<file path="src/rtl/rv64g_l1_refill_sequencer.sv">
// Refill write sequencer for one L1 SRAM bank: takes a fill command plus WORDS_PER_LINE beats,
// writes the data words through a req/gnt bank port, then commits tag+state in one tag-write cycle.
module rv64g_l1_refill_sequencer #(
  parameter int INDEX_W        = 5,
  parameter int TAG_W          = 53,
  parameter int WORDS_PER_LINE = 8
) (
  input  logic               clk_i,
  input  logic               rst_i,
  input  logic               fill_valid_i,
  output logic               fill_ready_o,
  input  logic [INDEX_W-1:0] fill_index_i,
  input  logic [2:0]         fill_way_i,
  input  logic [TAG_W-1:0]   fill_tag_i,
  input  logic [1:0]         fill_state_i,
  input  logic               beat_valid_i,
  output logic               beat_ready_o,
  input  logic [63:0]        beat_data_i,
  input  logic               beat_denied_i,
  output logic               bank_req_o,
  input  logic               bank_gnt_i,
  output logic               bank_we_o,
  output logic               bank_tag_we_o,
  output logic [INDEX_W-1:0] bank_index_o,
  output logic [2:0]         bank_word_o,
  output logic [2:0]         bank_way_o,
  output logic [7:0]         bank_be_o,
  output logic [63:0]        bank_wdata_o,
  output logic [TAG_W-1:0]   bank_tag_o,
  output logic [1:0]         bank_state_o,
  output logic               busy_o,
  output logic               done_o,
  output logic               done_err_o
);
  localparam int CNT_W = $clog2(WORDS_PER_LINE);
  localparam logic [CNT_W-1:0] LAST_WORD = CNT_W'(WORDS_PER_LINE - 1);
  localparam logic [1:0] MESI_N = 2'b00;

  typedef enum logic [1:0] {IDLE, FILL, COMMIT} state_t;

  state_t             state_q, state_d;
  logic [CNT_W-1:0]   word_cnt_q;
  logic               buf_vld_q;
  logic [63:0]        buf_dat_q;
  logic               err_q;
  logic [INDEX_W-1:0] index_q;
  logic [2:0]         way_q;
  logic [TAG_W-1:0]   tag_q;
  logic [1:0]         mstate_q;
  logic               done_q, done_err_q;

  logic fill_fire, beat_fire, wr_fire, tag_fire, last_word;

  assign wr_fire   = (state_q == FILL) && buf_vld_q && bank_gnt_i;
  assign tag_fire  = (state_q == COMMIT) && bank_gnt_i;
  assign last_word = (word_cnt_q == LAST_WORD);
  assign fill_fire = fill_valid_i && fill_ready_o;
  assign beat_fire = beat_valid_i && beat_ready_o;

  always_ff @(posedge clk_i) begin
    if (rst_i) state_q <= IDLE;
    else       state_q <= state_d;
  end

  always_comb begin
    state_d = state_q;
    case (state_q)
      IDLE:    if (fill_fire) state_d = FILL;
      FILL:    if (wr_fire && last_word) state_d = COMMIT;
      COMMIT:  if (bank_gnt_i) state_d = IDLE;
      default: state_d = IDLE;
    endcase
  end

  // done_q blocks fill_ready so a new command lands no earlier than the cycle after done_o.
  always_comb begin
    fill_ready_o  = 1'b0;
    beat_ready_o  = 1'b0;
    bank_req_o    = 1'b0;
    bank_we_o     = 1'b0;
    bank_tag_we_o = 1'b0;
    bank_be_o     = 8'h00;
    case (state_q)
      IDLE: fill_ready_o = !done_q;
      FILL: begin
        // The buffered beat is always word word_cnt_q, so a full buffer on the last word means
        // every beat of the line has already been taken.
        beat_ready_o = !buf_vld_q || (wr_fire && !last_word);
        bank_req_o   = buf_vld_q;
        bank_we_o    = buf_vld_q;
        bank_be_o    = buf_vld_q ? 8'hFF : 8'h00;
      end
      COMMIT: begin
        bank_req_o    = 1'b1;
        bank_tag_we_o = 1'b1;
      end
      default: ;
    endcase
  end

  assign busy_o       = (state_q != IDLE);
  assign bank_index_o = index_q;
  assign bank_way_o   = way_q;
  assign bank_word_o  = 3'(word_cnt_q);
  assign bank_wdata_o = buf_dat_q;
  assign bank_tag_o   = tag_q;
  assign bank_state_o = err_q ? MESI_N : mstate_q;
  assign done_o       = done_q;
  assign done_err_o   = done_err_q;

  always_ff @(posedge clk_i) begin
    if (rst_i) begin
      word_cnt_q <= '0;
      buf_vld_q  <= 1'b0;
      buf_dat_q  <= '0;
      err_q      <= 1'b0;
      index_q    <= '0;
      way_q      <= '0;
      tag_q      <= '0;
      mstate_q   <= '0;
      done_q     <= 1'b0;
      done_err_q <= 1'b0;
    end else begin
      done_q     <= tag_fire;
      done_err_q <= tag_fire && err_q;
      if (fill_fire) begin
        index_q    <= fill_index_i;
        way_q      <= fill_way_i;
        tag_q      <= fill_tag_i;
        mstate_q   <= fill_state_i;
        err_q      <= 1'b0;
        word_cnt_q <= '0;
        buf_vld_q  <= 1'b0;
      end
      if (wr_fire) word_cnt_q <= word_cnt_q + CNT_W'(1);
      if (beat_fire) begin
        buf_vld_q <= 1'b1;
        buf_dat_q <= beat_data_i;
        err_q     <= err_q || beat_denied_i;
      end else if (wr_fire) begin
        buf_vld_q <= 1'b0;
      end
    end
  end
endmodule

</file>
<file path="config.mk">
export PLATFORM = sky130hd
export DESIGN_NAME = rv64g_l1_refill_sequencer
export DESIGN_NICKNAME = d
export VERILOG_FILES = /design/src/rtl/rv64g_l1_refill_sequencer.sv
export SDC_FILE = /design/constraint.sdc
export NUM_CORES = 1
export LEC_CHECK = 0
export ABC_CLOCK_PERIOD_IN_PS = 1950
export CAP_MARGIN = 20
export CELL_PAD_IN_SITES_DETAIL_PLACEMENT = 1
export CELL_PAD_IN_SITES_GLOBAL_PLACEMENT = 2
export CORE_ASPECT_RATIO = 0.8
export CORE_UTILIZATION = 21
export DETAILED_ROUTE_END_ITERATION = 8
export GPL_ROUTABILITY_DRIVEN = 1
export PLACE_DENSITY_LB_ADDON = 0.08
export SLEW_MARGIN = 0
export SYNTH_ARGS = -nofsm -noshare
export SYNTH_HDL_FRONTEND = slang
export SYNTH_SLANG_ARGS = --single-unit
</file>
<file path="constraint.sdc">
create_clock -name clk_i -period 1.95 [get_ports clk_i]
set_input_delay 0.585 -clock clk_i [delete_from_list [all_inputs] [get_ports clk_i]]
set_output_delay 0.585 -clock clk_i [all_outputs]
set_load 0.005 [all_outputs]
</file>
* Word-level counts from Yosys, hierarchy flattened *
Index checks and enable logic that the tools add are counted.
W data, S select, Z words.

word-level totals
  bits in registers = 136
  word-level logic and storage cells = 55
  bits of input ports = 133

operators by class
  equal/unequal tests = 6
  $add $sub $neg = 1
  reduce and logical (&&, ||, !) cells = 19
  mux-type cells = 18

operators by type and width
  cell                   number
  $mux W8                2
  $logic_and A1 B1 Y1    8
  $mux W1                8
  $mux W2                4
  $mux W3                2
  $pmux W2 S3            1
  $reduce_bool A2 Y1     3
  $ne A2 B2 Y1 const B   2
  $add A3 B1 Y3 const B  1
  $eq A3 B3 Y1 const B   1
  $logic_not A1 Y1       3
  $reduce_and A3 Y1      1
  $reduce_bool A3 Y1     1
  $eq A2 B1 Y1 const B   1
  $eq A2 B2 Y1 const B   1
  $logic_not A2 Y1       1
  $logic_or A1 B1 Y1     2
  $ne A2 B1 Y1 const B   1
  $pmux W1 S2            1

* Depth between registers and ports, before layout *
  word-level depth = 8
  gate-level depth with buffers = 8

* Worst setup path after synthesis *
OpenSTA, ideal clock, no wires.

  kind = register to register
  start = reg word_cnt_q[0], in the netlist bank_word_o[0]
  end = reg buf_dat_q[16], in the netlist bank_wdata_o[16]
  arrival = 1.617 ns
  stages on the path, launching flop included = 9
  required time = 1.822 ns
  period minus slack after synthesis = 1.744 ns
  setup slack = 0.206 ns
  path through = dfxtp_1 ha_1 ha_1 nand2b_1 a21oi_2 buf_6 buf_6 mux2i_1 nor2_1

on the way
  word-level cells in the longest chain between the ends = 6

ends and longest elaborated chain
  what                    line  source
  from (decl)             42    logic [CNT_W-1:0] word_cnt_q;
  from (signal assigned)  135   if (wr_fire) word_cnt_q <= word_cnt_q + CNT_W'(1);
  $eq A3 B3 Y1            56    assign last_word = (word_cnt_q == LAST_WORD);
  $logic_not A1 Y1        88    beat_ready_o = !buf_vld_q || (wr_fire && !last_word);
  $logic_and A1 B1 Y1     88
  $logic_or A1 B1 Y1      88
  $mux W1                 83    case (state_q)
  $logic_and A1 B1 Y1     58    assign beat_fire = beat_valid_i && beat_ready_o;
  to (signal assigned)    138   buf_dat_q <= beat_data_i;
  to (decl)               44    logic [63:0] buf_dat_q;

Every way passes these cells.
A chain may end at the register's enable or synchronous reset.

* Worst setup path after layout *
  start = reg state_q[1]
  end = out bank_be_o[1]

on the way
  word-level cells in the longest chain between the ends = 2

ends and longest elaborated chain
  what                    line  source
  from (decl)             41    state_t state_q, state_d;
  from (signal assigned)  62    else state_q <= state_d;
  $eq A2 B1 Y1            83
  $mux W8                 83
  to (decl)               27    output logic [7:0] bank_be_o,

Every way passes these cells.

==> results_dict.tcl <==
set metrics [dict create \
    status "complete, but fails checks" \
    violations "setup timing" \
    synth-edff-count 0 \
    firstDrtPassIters 4 \
    cp-end-kind "output pin" \
    regToRegEndpoint "bank_wdata_o[13]$_SDFFE_PP0P_" \
    ant_nets 0 \
    syn_area_um2 4930 \
    drive_gt1_share_pct 13.3 \
    syn_inst 541 \
    dieWidth_um 173 \
    grt_pass1_vias 5132 \
    synth_top_family_by_area "simple AND/OR/NAND/NOR gates" \
    cts_tree "built" \
    final_cells 1163 \
    cp_slowest_cell "dfxtp_2" \
    setup_slack_ns -0.101 \
    grt_max_degree 51 \
    min_period_ns 2.05 \
    place_hpwl_um 12900 \
    synth_nets 681 \
    r2r_start "bank_word_o[0]$_SDFFE_PP0P_" \
    wirelength_um 18000 \
    root_buffer "clkbuf_16" \
    ys_types 24 \
    grt_overflow 0 \
    r2r_setup_slack_ns 0.04 \
    clockBufferDepth 2 \
    gp_congestion 0.728 \
    routedWlPerCell_um 15.4 \
    initial_core_util_pct 21.7 \
    vias 4754 \
    core_um2 22700 \
    synthArstFlopShare_pct 0 \
    yosys.area.top_type "dfxtp_1" \
    crit_type "register to output pin" \
    synth_mux_area_share_pct 13.6 \
    synth-adder-area-share_pct 1.78 \
    slew_violations 0 \
    drv_cap 0 \
    cts_made_buffers 17 \
    tightest_slew_ns 0.559 \
    synthTopCellsByArea "dfxtp_1 55%, mux2i_1 14%, nand2_1 9.9%" \
    hold_path.class "register to register" \
    dieArea_um2 24100 \
    worstPathMaxFanout 5 \
    ys_top_cells_by_count "136 x dfxtp_1, 130 x nand2_1, 72 x nor2_1, 67 x mux2i_1, 65 x a21oi_1" \
    clock_latency_ns 0.42 \
    num_rows 49 \
    worstHoldPathCells 2 \
    finalNetCount 984 \
    whs_endpoint "bank_tag_o[4]$_SDFFE_PP0P_" \
    powerDensity_nw_per_um2 1080 \
    ir_drop_mv 0.508 \
    yosys.area.top_type_share_pct 55.2 \
    cts_hold_buf 0 \
    die_h_um 139 \
    pin_count 279 \
    areaGrowthSynthToFinish_pct 85.5 \
    yosysSeqAreaShare_pct 55.2 \
    synth_xor_area_share_pct 0 \
    p_leak_nw 3.48 \
    cts_max_level 4 \
    yosysMostFrequentCell "dfxtp_1" \
    final_core_utilization_pct 40.2 \
    grt.total_usage_pct 14.9 \
    n_antenna_cell 0 \
    grt_pass1_wl_um 28100 \
    fmax_mhz 488 \
    drt_first_iter_violations 115 \
    required_ns 1.36 \
    cts.clk_slew.worst_paths_ns 0.06 \
    clock-sinks 136 \
    synth_simple_gate_area_share_pct 16.7 \
    post-place-cells 1120 \
    ys_warn_count 0 \
    fin_total_pwr_w 0.00990 \
    cp-start-kind "register" \
    hold_viol_final 0 \
    rsz0062_at_grt "true" \
    synth_compound_area_share_pct 7.69 \
    path_cells "inv_2 > ha_4 > and2_4 > buf_12 > buf_6 > buf_6" \
    synth_flop_cell "dfxtp_1" \
    setup_viol 7 \
    slew_headroom_pct 62.7 \
    syn_area_per_cell_um2 9.12 \
    crit_top_cell "buf_6" \
    r2r_cells 9 \
    io_buffers 278 \
    min_from "bank_tag_o[4]$_SDFFE_PP0P_" \
    antenna_found_initial 1 \
    drc 0 \
    fin_worst_skew_ns 0.0183 \
    min_period_over_period_pct 105 \
    hold-worst-slack_ns 0.451 \
    worstPathArrival_ns 1.47 \
    ys_ff_latch 136 \
    worst_path_largest_cell_delay_ns 0.33 \
    viasPerCell 4.09 \
]
-- kinds of logic after synthesis --
logic type | after synthesis
mux | 67
flops | 136
fa+ha+maj | 7
compound gates | 72
simple gates | 212
buf+inv | 47
-- layout by cell type, fill, tap and decap left out, types with 4 or more instances in the layout --
cell,n
buf_12,12
clkinvlp_4,4
dfxtp_2,5
clkdlybuf4s50_1,256
nor2_1,72
a21oi_1,65
buf_4,28
nand2_1,129
dlygate4sd2_1,6
ha_4,5
dfxtp_1,131
mux2i_1,65
buf_6,14
clkbuf_16,22
-- routing by layer --
metal  vias to the layer above  track usage, %  routed length, µm
li1                       2356               -                  -
met1                      2235            17.1               7570
met2                       150            24.6               8610
met3                        11            7.04               1640
met4                         2            4.05                130
met5                         -               0                 13
-- worst max-delay path by stage --
stage,from,cells past startpoint,slack (ns),end
finish,state_q[1]$_SDFFE_PP0P_,6,-0.10,bank_be_o[1]
global route,bank_word_o[0]$_SDFFE_PP0P_,5,-0.15,beat_ready_o
CTS,bank_word_o[0]$_SDFFE_PP0P_,5,-0.16,beat_ready_o
detailed placement,bank_gnt_i,4,-0.49,beat_ready_o
global placement,bank_gnt_i,4,-0.51,beat_ready_o
floorplan,bank_word_o[0]$_SDFFE_PP0P_,8,0.21,bank_wdata_o[16]$_SDFFE_PP0P_
-- worst max-delay path: cells and delay by family, from the launching register on --
| family | cells | cell delay, ns |
|---|---|---|
| fa+ha+maj | 1 | 0.16 |
| buf+inv | 4 | 0.39 |
| flops | 1 | 0.33 |
| simple gates | 1 | 0.17 |
-- through the flow --
stage	setup WS [ns]	TNS, ns	cell area, µm²
3_5_place_dp	-0.492	-18.25	8310
2_1_floorplan	0.206	0	4930
6_report	-0.101	-0.332	9150
5_1_grt	-0.155	-0.978	9150
3_3_place_gp	-0.509	-17.25	8310
4_1_cts	-0.164	-0.356	8910
-- repair_timing --
item	CTS	global route
pin swaps	3	3
endpoints found under the hold margin	0	0
buffers inserted	5	2
endpoints found under the setup margin	44	34
resized for setup	76	22
cloned	0	5
-- layout make-up --
cell class | instances | area (µm²)
timing repair buffer | 327 | 3400
fill | 2598 | 13600
inverter | 4 | 15.0
clock buffer | 19 | 433
multi-input combinational | 358 | 2060
clock inverter | 13 | 123
sequential | 136 | 2730
tap | 306 | 383
-- power breakdown --
group          internal (W)  total (W)  switching, W
clock               0.00177    0.00308       0.00132
sequential          0.00324    0.00349      0.000251
combinational       0.00195    0.00333       0.00137
-- registers in the layout, summed over array words and instances (netlist names) --
name / cells
bank_word_o: 3
done_o: 1
err_q: 1
state_q: 2
bank_wdata_o: 64
bank_tag_o: 53
bank_way_o: 3
done_err_o: 1
mstate_q: 2
bank_index_o: 5
buf_vld_q: 1
Power figures use the tool's default switching activity.
